## src/rtl/fixed_point_multiplier.sv

```systemverilog
// fixed_point_multiplier: sequential signed fixed-point multiplier, radix-2 shift-add on magnitudes, one bit per clock.
// Define FIXED_POINT_MULT_SATURATE_EN to saturate the result on overflow instead of wrapping.
module fixed_point_multiplier #(
  parameter int WIDTH     = 16,
  parameter int FRAC_BITS = 10
) (
  input  logic             clk,
  input  logic             rst_n,
  input  logic [WIDTH-1:0] A,
  input  logic [WIDTH-1:0] B,
  input  logic             start,
  output logic [WIDTH-1:0] result,
  output logic             overflow_flag,
  output logic             finish
);
  localparam int CW = $clog2(WIDTH + 1);
  localparam int QW = 2 * WIDTH - FRAC_BITS;
  localparam logic [QW-1:0] POS_MAX = QW'((64'd1 << (WIDTH - 1)) - 64'd1);
  localparam logic [QW-1:0] NEG_MAX = QW'(64'd1 << (WIDTH - 1));
  typedef enum logic [1:0] {IDLE, BUSY, FINAL, DONE} state_t;
  state_t state_q, state_d;
  logic [2*WIDTH-1:0] mcand_q, mcand_d, acc_q, acc_d;
  logic [WIDTH-1:0] mplier_q, mplier_d, result_q, result_d;
  logic sign_q, sign_d, ovf_q, ovf_d;
  logic [CW-1:0] cnt_q, cnt_d;
  logic [WIDTH-1:0] abs_a, abs_b, q_lo, wrap, res;
  logic [QW-1:0] q;
  logic neg, ovf;
  assign abs_a = A[WIDTH-1] ? -A : A;
  assign abs_b = B[WIDTH-1] ? -B : B;
  assign q     = acc_q[2*WIDTH-1:FRAC_BITS];
  // a zero quotient is always reported positive so no negative zero appears
  assign neg   = sign_q && (q != '0);
  assign ovf   = neg ? (q > NEG_MAX) : (q > POS_MAX);
  assign q_lo  = q[WIDTH-1:0];
  assign wrap  = neg ? -q_lo : q_lo;
`ifdef FIXED_POINT_MULT_SATURATE_EN
  assign res = ovf ? (neg ? {1'b1, {(WIDTH-1){1'b0}}} : {1'b0, {(WIDTH-1){1'b1}}}) : wrap;
`else
  assign res = wrap;
`endif
  always_comb begin
    state_d  = state_q;
    mcand_d  = mcand_q;
    mplier_d = mplier_q;
    acc_d    = acc_q;
    sign_d   = sign_q;
    cnt_d    = cnt_q;
    result_d = result_q;
    ovf_d    = ovf_q;
    case (state_q)
      IDLE, DONE: if (start) begin
        mcand_d  = {{WIDTH{1'b0}}, abs_a};
        mplier_d = abs_b;
        sign_d   = A[WIDTH-1] ^ B[WIDTH-1];
        acc_d    = '0;
        cnt_d    = '0;
        state_d  = BUSY;
      end
      BUSY: if (cnt_q == CW'(WIDTH)) state_d = FINAL;
      else begin
        acc_d    = acc_q + (mplier_q[0] ? mcand_q : '0);
        mcand_d  = mcand_q << 1;
        mplier_d = mplier_q >> 1;
        cnt_d    = cnt_q + 1'b1;
      end
      FINAL: begin
        result_d = res;
        ovf_d    = ovf;
        state_d  = DONE;
      end
      default: state_d = IDLE;
    endcase
  end
  always_ff @(posedge clk or negedge rst_n) begin
    if (!rst_n) begin
      state_q  <= IDLE;
      mcand_q  <= '0;
      mplier_q <= '0;
      acc_q    <= '0;
      sign_q   <= 1'b0;
      cnt_q    <= '0;
      result_q <= '0;
      ovf_q    <= 1'b0;
    end else begin
      state_q  <= state_d;
      mcand_q  <= mcand_d;
      mplier_q <= mplier_d;
      acc_q    <= acc_d;
      sign_q   <= sign_d;
      cnt_q    <= cnt_d;
      result_q <= result_d;
      ovf_q    <= ovf_d;
    end
  end
  assign result        = result_q;
  assign overflow_flag = ovf_q;
  assign finish        = (state_q == DONE);
endmodule
```

## config.mk

```make
export PLATFORM = sky130hd
export DESIGN_NAME = fixed_point_multiplier
export DESIGN_NICKNAME = d
export VERILOG_FILES = /design/src/rtl/fixed_point_multiplier.sv
export SDC_FILE = /design/constraint.sdc
export NUM_CORES = 1
export LEC_CHECK = 0
export ABC_AREA = 1
export BUFFER_PORTS_ARGS = -buffer_cell sky130_fd_sc_hd__buf_2
export CAP_MARGIN = 40
export CORE_MARGIN = 1.5
export CORE_UTILIZATION = 37
export DETAILED_ROUTE_END_ITERATION = 8
export GPL_TIMING_DRIVEN = 0
export SETUP_SLACK_MARGIN = 0.02
export SYNTH_ARGS = -nofsm -noshare
export SYNTH_HDL_FRONTEND = slang
export SYNTH_SLANG_ARGS = --single-unit
```

## constraint.sdc

```tcl
create_clock -name clk -period 2.75 [get_ports clk]
set_input_delay 0.55 -clock clk [delete_from_list [all_inputs] [get_ports clk]]
set_output_delay 0.55 -clock clk [all_outputs]
set_load 0.01 [all_outputs]
```

== Word level (Yosys, flattened, before mapping) ==
Cells that the tools add are included.

* Flip-flop bits (word level): 105
* Output and inout bits: 18
* Input port bits: 35

* Multiplexer cells: 20
* $lt $le $gt $ge: 2
* Equality and inequality tests: 7
* Add/subtract/negate cells: 5
* Bitwise operators: 1
* Reduce and logical (&&, ||, !) cells: 8

{| class="wikitable"
|+ Operators by type and width
! kind !! number
|-
| $mux 32 || 5
|-
| $pmux 32 s2 || 2
|-
| $mux 16 || 5
|-
| $neg 16->16 || 3
|-
| $add 32x32->32 || 1
|-
| $pmux 16 s2 || 1
|-
| $gt 22x15->1 const B || 1
|-
| $gt 22x16->1 const B || 1
|-
| $reduce_bool 22->1 || 1
|-
| $mux 5 || 2
|-
| $pmux 5 s2 || 1
|-
| $ne 2x2->1 const B || 3
|-
| $pmux 2 s3 || 1
|-
| $add 5x1->5 const B || 1
|-
| $eq 5x5->1 const B || 1
|-
| $eq 2x2->1 const B || 2
|-
| $mux 2 || 2
|-
| $reduce_and 2->1 || 2
|-
| $reduce_and 3->1 || 1
|-
| $eq 2x1->1 const B || 1
|-
| $logic_not 2->1 || 1
|-
| $reduce_bool 2->1 || 1
|-
| $reduce_or 2->1 || 1
|-
| $logic_and 1x1->1 || 1
|-
| other kinds (2) || 2
|}

== Depth between registers and ports, before layout ==
Gate-level depths: netlist of the first run.

* Depth after elaboration: 4
* Mapped depth: 18
* Mapped depth without buffers: 16

== Least setup slack after synthesis of the first run ==
No wires, ideal clock.

* Path kind: register to register
* Start: register mplier_q[0]
* End: register acc_q[20]
* Setup slack: 335 ps
* Arrival time: 2284 ps
* Stages on the path, launching flop included: 18
* Path buffers: 2
* Library setup time: 131 ps
* Clock period less this slack: 2415 ps
* Cells stage by stage: dfrtp_1 -> clkbuf_1 -> clkbuf_1 -> nand2_1 -> inv_1 -> ha_1 -> inv_1 -> fa_1 -> inv_1 -> nand2_1 -> o21ai_1 -> nand2_1 -> nand3_1 -> nand2_1 -> nand2_1 -> nand2_1 -> nand3_1 -> o21ai_0

* Word-level cells in the longest chain between the ends: 4

{| class="wikitable"
|+ RTL lines
! element !! RTL line !! text
|-
| start: declaration || 23 || <nowiki>logic [WIDTH-1:0] mplier_q, mplier_d, result_q, result_d;</nowiki>
|-
| start signal: assignment || 88 || <nowiki>mplier_q <= mplier_d;</nowiki>
|-
| $mux 32 || 62 || <nowiki>acc_d = acc_q + (mplier_q[0] ? mcand_q : '0);</nowiki>
|-
| $add 32x32->32 || 62 ||
|-
| $mux 32 || 60 || <nowiki>BUSY: if (cnt_q == CW'(WIDTH)) state_d = FINAL;</nowiki>
|-
| $pmux 32 s2 || 51 || <nowiki>case (state_q)</nowiki>
|-
| end signal: assignment || 80 || <nowiki>acc_q <= '0;</nowiki>
|-
| end signal: assignment || 89 || <nowiki>acc_q <= acc_d;</nowiki>
|-
| end: declaration || 22 || <nowiki>logic [2*WIDTH-1:0] mcand_q, mcand_d, acc_q, acc_d;</nowiki>
|}

No other way between the ends. The select of a mux whose other input is x is not followed.
A chain may end at the register's enable or synchronous reset.

== Worst setup path after layout of the first run ==
Same ends and word-level chain as after synthesis.

==> results of run 1 <==
layout by cell type, fill, tap and decap left out, types with 2 or more instances in the layout:
cell type and instances:
dfrtp_1 104, xor2_1 7, inv_1 218, inv_2 8, nand4_1 14, buf_4 7, inv_6 4, a21oi_1 49
nand3_2 3, ha_1 40, a31oi_1 5, o21ai_1 14, clkbuf_16 9, nand2_2 2, nand2_1 474, o21ai_0 67
o22ai_1 7, xnor2_1 4, clkbuf_1 15, o211ai_1 7, o221ai_1 3, nor3_1 8, o21bai_1 3, nand3_1 101
buf_2 62, o31ai_1 9, nor2_1 100
power by group through the flow:
stage / Sequential [mW] / Clock, mW / Combinational, mW
2_1_floorplan: 2.41 / 0 / 3.38
3_3_place_gp: 2.48 / 0 / 4.83
3_5_place_dp: 2.49 / 0 / 4.89
4_1_cts: 2.48 / 1.38 / 4.90
5_1_grt: 2.55 / 1.44 / 5.58
6_report: 2.49 / 1.35 / 4.92
cell families after synthesis:
group           after synthesis  share of synthesized area (%)
simple gates                712                           36.2
buf+inv                     262                           12.6
compound gates              168                           11.4
flops                       105                           32.3
fa+ha+maj                    41                           6.40
xor+xnor                     11                           1.18
state kept, by name (all words and copies together) (netlist names):
| signal | flops |
|---|---|
| overflow_flag | 1 |
| mplier_q | 16 |
| cnt_q | 5 |
| acc_q | 32 |
| state_q | 2 |
| result | 16 |
| sign_q | 1 |
| mcand_q | 32 |
repair_timing:
action / CTS / global route
setup buffers: 0 / 2
gates cloned: 0 / 0
endpoints found under the setup margin: 12 / 17
resized for setup: 4 / 6
metal layers:
metal	vias up	GRT usage [%]	routed length, µm
met5	-	0	0
met4	0	6.84	538
met3	28	2.86	952
met2	170	35.9	10700
met1	3597	29.7	11400
li1	4200	-	-
area by class of cell:
type	count	area [µm²]
Fill cell	2354	12600
Multi-Input combinational cell	932	4500
Sequential cell	105	2630
Inverter	227	857
Tap cell	280	350
Timing Repair Buffer	53	295
Clock buffer	10	239
Buffer	34	168
Clock inverter	6	58.8
final timing paths:
path | startpoint | endpoint | slack, ps | cells after the start
max | mplier_q[0]$_DFFE_PN0P_ | acc_q[20]$_DFFE_PN0P_ | 190 | 16
min | rst_n | result[15]$_DFFE_PN0N_ | 230 | 1
max reg2reg | mplier_q[0]$_DFFE_PN0P_ | acc_q[20]$_DFFE_PN0P_ | 190 | 16
min reg2reg | result[14]$_DFFE_PN0N_ | result[14]$_DFFE_PN0N_ | 470 | 2
max in group asynchronous | rst_n | mplier_q[0]$_DFFE_PN0P_ | 1770 | 2
min in group clk | result[14]$_DFFE_PN0N_ | result[14]$_DFFE_PN0N_ | 470 | 2
metrics by stage:
stage	instance area (µm²)	power [mW]	std cells	util, %
floorplan	8130	5.79	1299	-
global placement	8730	7.31	1629	40.3
detailed placement	8760	7.38	1630	40.4
CTS	9070	8.77	1645	41.8
global route	9100	9.56	1647	42.0
finish	9100	8.76	1647	42.0
==> results.json, run 1 <==
{
  "ys_top_cells_by_count": "nand2_1, inv_1, dfrtp_1",
  "cts_made_buffers": 9,
  "worstMarginPinSlew_ps": 723,
  "critPathArrivalTime_ps": 2780,
  "num_io_pins": 53,
  "synth_fp_nets": 1375,
  "io_buffers": 50,
  "cts-root-buf": "clkbuf_16",
  "synth_warnings": 0,
  "synthFlopType": "dfrtp_1",
  "post-route-period-util_pct": 93.2,
  "synthTopCellsByArea": "dfrtp_1, nand2_1, inv_1, nand3_1, ha_1",
  "syn_area_per_cell_um2": 6.26,
  "power_frac_comb_pct": 56.2,
  "fin_crit_ps": 2560,
  "drive_gt1_share_pct": 8.19,
  "pre_cts_slack_ps": -468,
  "cts_hold_buf": 0,
  "syn_area_um2": 8130,
  "path_delay_family": "simple AND/OR/NAND/NOR gates",
  "vias_per_cell": 4.85,
  "grt_setup_unrepaired": "yes",
  "hold_class": "input pin to asynchronous set/reset pin",
  "yosysMostFrequentCell": "nand2_1",
  "async_flop_share_pct": 100,
  "ant_nets": 0,
  "status": "finished clean",
  "synth_top_area_share_pct": 32.3,
  "gp_congestion": 0.905,
  "drt_wl_total_mm": 23.5,
  "endpoint_kind": "register",
  "dp_hpwl_mm": 18.4,
  "fin_hold_ws_ps": 233,
  "core_area_um2": 21700,
  "ys_ff_latch": 105,
  "vias": 7995,
  "antenna_found_initial": 0,
  "cts_sinks": 105,
  "clockPowerShare_pct": 15.4,
  "p_sw_mw": 4.51,
  "p_per_area_nw_per_um2": 962,
  "critPathMaxStageDelay_ps": 430,
  "drt_iter0_markers": 492,
  "clock_latency_ps": 360,
  "p_int_mw": 4.25,
  "synth_cells": 1299,
  "initial_core_util_pct": 37.5,
  "yosysUniqueCellTypes": 41,
  "setup_slack_ps": 187,
  "h-tree-depth": 3,
  "path_clk_slew_ps": 90,
  "final_nets": 1438,
  "cts_buffer_depth": 2,
  "num_antenna_cells": 0,
  "grt_pass1_wl_mm": 38.8,
  "ys_seq_area_share_pct": 32.3,
  "grt-ovfl-total": 0,
  "clock_skew_ps": 12.2,
  "grt_pass1_vias": 7541,
  "die_h_um": 151,
  "crit_buf_inv": 4,
  "hold_viol": 0,
  "p_seq_share_pct": 28.4,
  "critPathMostFrequentCell": "nand2_1",
  "die_x_um": 151,
  "tns_ps": 0,
  "path_class": "register to register",
  "crit_chain": "buf_4 -> nand2_1 -> inv_1 -> ha_1 -> inv_1 -> fa_1 -> inv_1 -> nand2_1 -> o21ai_4 -> nand2_1 -> nand3_2 -> nand2_1 -> nand2_1 -> nand2_1 -> nand3_1 -> o21ai_0",
  "drc": 0,
  "cp.required_ps": 2970,
  "die_area_um2": 22900,
  "finalSetupViolCount": 0,
  "final_max_slew_viol_count": 0,
  "cp-start-kind": "register",
  "slew_headroom_pct": 51.8,
  "critPathSlowestCell": "dfrtp_2",
  "ir_drop_mv": 0.466,
  "synth_enable_flop_cells": 0,
  "synth_top_cell_by_area": "dfrtp_1",
  "grt_max_degree": 58,
  "power.leakage_nw": 5.25,
  "wl_per_cell_um": 14.3,
  "grt_usage_pct": 21.9,
  "first_pass_iters": 7,
  "rows": 54,
  "syn_to_final_growth_pct": 11.9,
  "cp_max_fo": 10,
  "cts_tree": "done",
  "switching_share_pct": 51.5,
  "drv_cap": 0,
  "max_freq_mhz": 390
}
Power figures use the tool's default switching activity.
==> inputs of run 2 (changes only) <==
- ABC_AREA: 1 -> 0
==> results.json, run 2 <==
{
  "initial_core_util_pct": 37.8,
  "drt_wl_total_mm": 18.0,
  "p_per_area_nw_per_um2": 958,
  "fin_crit_ps": 3020,
  "num_io_pins": 53,
  "place_inst": 1143,
  "core_area_um2": 18700,
  "stdcell_area_um2": 8460,
  "drive_gt1_share_pct": 18.0,
  "critPathMaxStageDelay_ps": 460,
  "path_class": "register to register",
  "crit_chain": "clkbuf_8 -> and2_1 -> ha_2 -> a2111o_1 -> o2111ai_4 -> a211oi_4 -> buf_4 -> o211ai_1 -> nand4_1 -> a31oi_2 -> xor2_1 -> o21ai_1",
  "path_clk_slew_ps": 70,
  "cts_buffer_depth": 2,
  "hold_viol": 0,
  "gp_congestion": 0.855,
  "setup_slack_ps": -275,
  "final_max_slew_viol_count": 0,
  "vias": 6186,
  "rows": 50,
  "async_flop_share_pct": 100,
  "path_delay_family": "compound AO/OA/AOI/OAI gates",
  "post-route-period-util_pct": 110,
  "critPathSlowestCell": "dfrtp_2",
  "vias_per_cell": 5.24,
  "synth_warnings": 0,
  "worst_r2r_startpoint": "mplier_q[0]$_DFFE_PN0P_",
  "grt_usage_pct": 18.8,
  "layout_commonest_cell": "nand2_1",
  "num_antenna_cells": 0,
  "finalSetupViolCount": 14,
  "die_area_um2": 19900,
  "cp-start-kind": "register",
  "grt-ovfl-total": 0,
  "reg2regPathDepth": 12,
  "cts-root-buf": "clkbuf_16",
  "syn_to_final_growth_pct": 19.8,
  "dpl_cell_area_um2": 7670,
  "wl_per_cell_um": 15.3,
  "worstMarginPinSlew_ps": 695,
  "endpoint_kind": "register",
  "grt_setup_unrepaired": "yes",
  "antenna_found_initial": 0,
  "die_h_um": 141,
  "syn_area_per_cell_um2": 8.25,
  "drt_iter0_markers": 344,
  "r2r_slack_ps": -270,
  "io_buffers": 52,
  "first_pass_iters": 5,
  "synthTopCellsByArea": "dfrtp_1, ha_1, nand2_1, a21oi_1, o21ai_0",
  "clock_latency_ps": 360,
  "tns_ps": -1810,
  "synth_top_cell_by_area": "dfrtp_1",
  "cts_made_buffers": 9,
  "synth_cells": 856,
  "clock_skew_ps": 7.75,
  "cp_max_fo": 6,
  "ant_nets": 0,
  "synth_top_area_share_pct": 37.2,
  "cp.required_ps": 2980,
  "ys_seq_area_share_pct": 37.2,
  "synth_enable_flop_cells": 0,
  "violations": "negative setup slack",
  "ys_top_cells_by_count": "nand2_1, dfrtp_1, a21oi_1",
  "status": "finished with violations",
  "dp_hpwl_mm": 13.2,
  "grt_pass1_wl_mm": 29.8,
  "final_nets": 1018,
  "ir_drop_mv": 0.409,
  "grt_pass1_vias": 5991,
  "cts_tree": "done",
  "crit_buf_inv": 2,
  "hold_class": "input pin to asynchronous set/reset pin",
  "critPathArrivalTime_ps": 3260,
  "top_regs": "acc_q (32), mcand_q (32)",
  "slew_headroom_pct": 53.7,
  "die_x_um": 141,
  "max_freq_mhz": 331,
  "ys_ff_latch": 105,
  "drv_cap": 0,
  "rr_endpoint": "acc_q[28]$_DFFE_PN0P_",
  "synth_fp_nets": 932,
  "grt_max_degree": 55,
  "power.leakage_nw": 3.78,
  "h-tree-depth": 3,
  "synthFlopType": "dfrtp_1",
  "yosysMostFrequentCell": "nand2_1",
  "yosysUniqueCellTypes": 61,
  "mostFrequentLayoutCells": "nand2_1, dfrtp_1, nor2_1, a21oi_1, o21ai_0",
  "stdcell_count": 1181,
  "cts_sinks": 105,
  "drc": 0,
  "syn_area_um2": 7060
}
-- run 2: timing repair --
action	4_1_cts	5_1_grt
pin swaps	18	13
resized for setup	37	36
setup endpoints to repair	19	29
gates cloned	1	0
buffers inserted	15	6
hold buffers	0	0
-- run 2: how the worst max path moves through the flow --
stage,from,end,cells after the start
detailed placement,mplier_q[0]$_DFFE_PN0P_,acc_q[30]$_DFFE_PN0P_,14
finish,mplier_q[0]$_DFFE_PN0P_,acc_q[28]$_DFFE_PN0P_,12
CTS,mplier_q[0]$_DFFE_PN0P_,acc_q[28]$_DFFE_PN0P_,12
global route,mplier_q[0]$_DFFE_PN0P_,acc_q[28]$_DFFE_PN0P_,12
global placement,mplier_q[0]$_DFFE_PN0P_,acc_q[30]$_DFFE_PN0P_,14
floorplan,mplier_q[0]$_DFFE_PN0P_,acc_q[30]$_DFFE_PN0P_,14
-- run 2: power breakdown --
group | total [mW] | leakage [nW] | internal, mW | switching [mW]
clock network | 1.25 | 0.126 | 0.644 | 0.603
logic | 4.39 | 2.28 | 1.63 | 2.76
registers | 2.47 | 1.37 | 2.05 | 0.414
-- run 2: final cells by class --
type,instances,area (µm²)
Timing Repair Buffer,75,455
Buffer,44,201
Tap cell,234,293
Clock inverter,3,23.8
Multi-Input combinational cell,681,4510
Inverter,26,97.6
Clock buffer,13,250
Sequential cell,105,2630
Fill cell,1814,10200
-- run 2: logic make-up after synthesis --
logic type	count (synthesis)	synth area share [%]
buffers and inverters	70	3.86
and+or+nand+nor	323	21.2
muxes	6	0.868
adders and majority gates	41	7.37
xor gates and xnor gates	68	8.43
AOI/OAI and AO/OA	243	21.1
DFF	105	37.2
-- run 2: metrics by stage --
stage | setup slack, ps | total power [mW] | util, % | hold slack [ps]
6_report | -275 | 8.10 | 45.2 | 237
3_3_place_gp | -620 | 6.45 | 40.8 | 461
4_1_cts | -262 | 7.98 | 44.0 | 272
5_1_grt | -422 | 8.83 | 45.2 | 304
2_1_floorplan | -28.3 | 5.28 | - | 254
3_5_place_dp | -632 | 6.52 | 41.0 | 475
-- run 2: worst register-to-register path, cell delays in order, from the launching register on --
cell and delay, ps:
dfrtp_2 460, clkbuf_8 160, and2_1 150, ha_2 180, a2111o_1 460, o2111ai_4 270
a211oi_4 110, buf_4 140, o211ai_1 280, nand4_1 170, a31oi_2 260, xor2_1 170
o21ai_1 80
-- run 2: metal layers --
metal | up-vias | share of wire (%) | track usage, %
li1 | 3127 | - | -
met1 | 2947 | 48 | 25.7
met5 | - | 0 | 0
met3 | 18 | 2.5 | 2.45
met2 | 94 | 47 | 30.9
met4 | 0 | 1.6 | 5.87
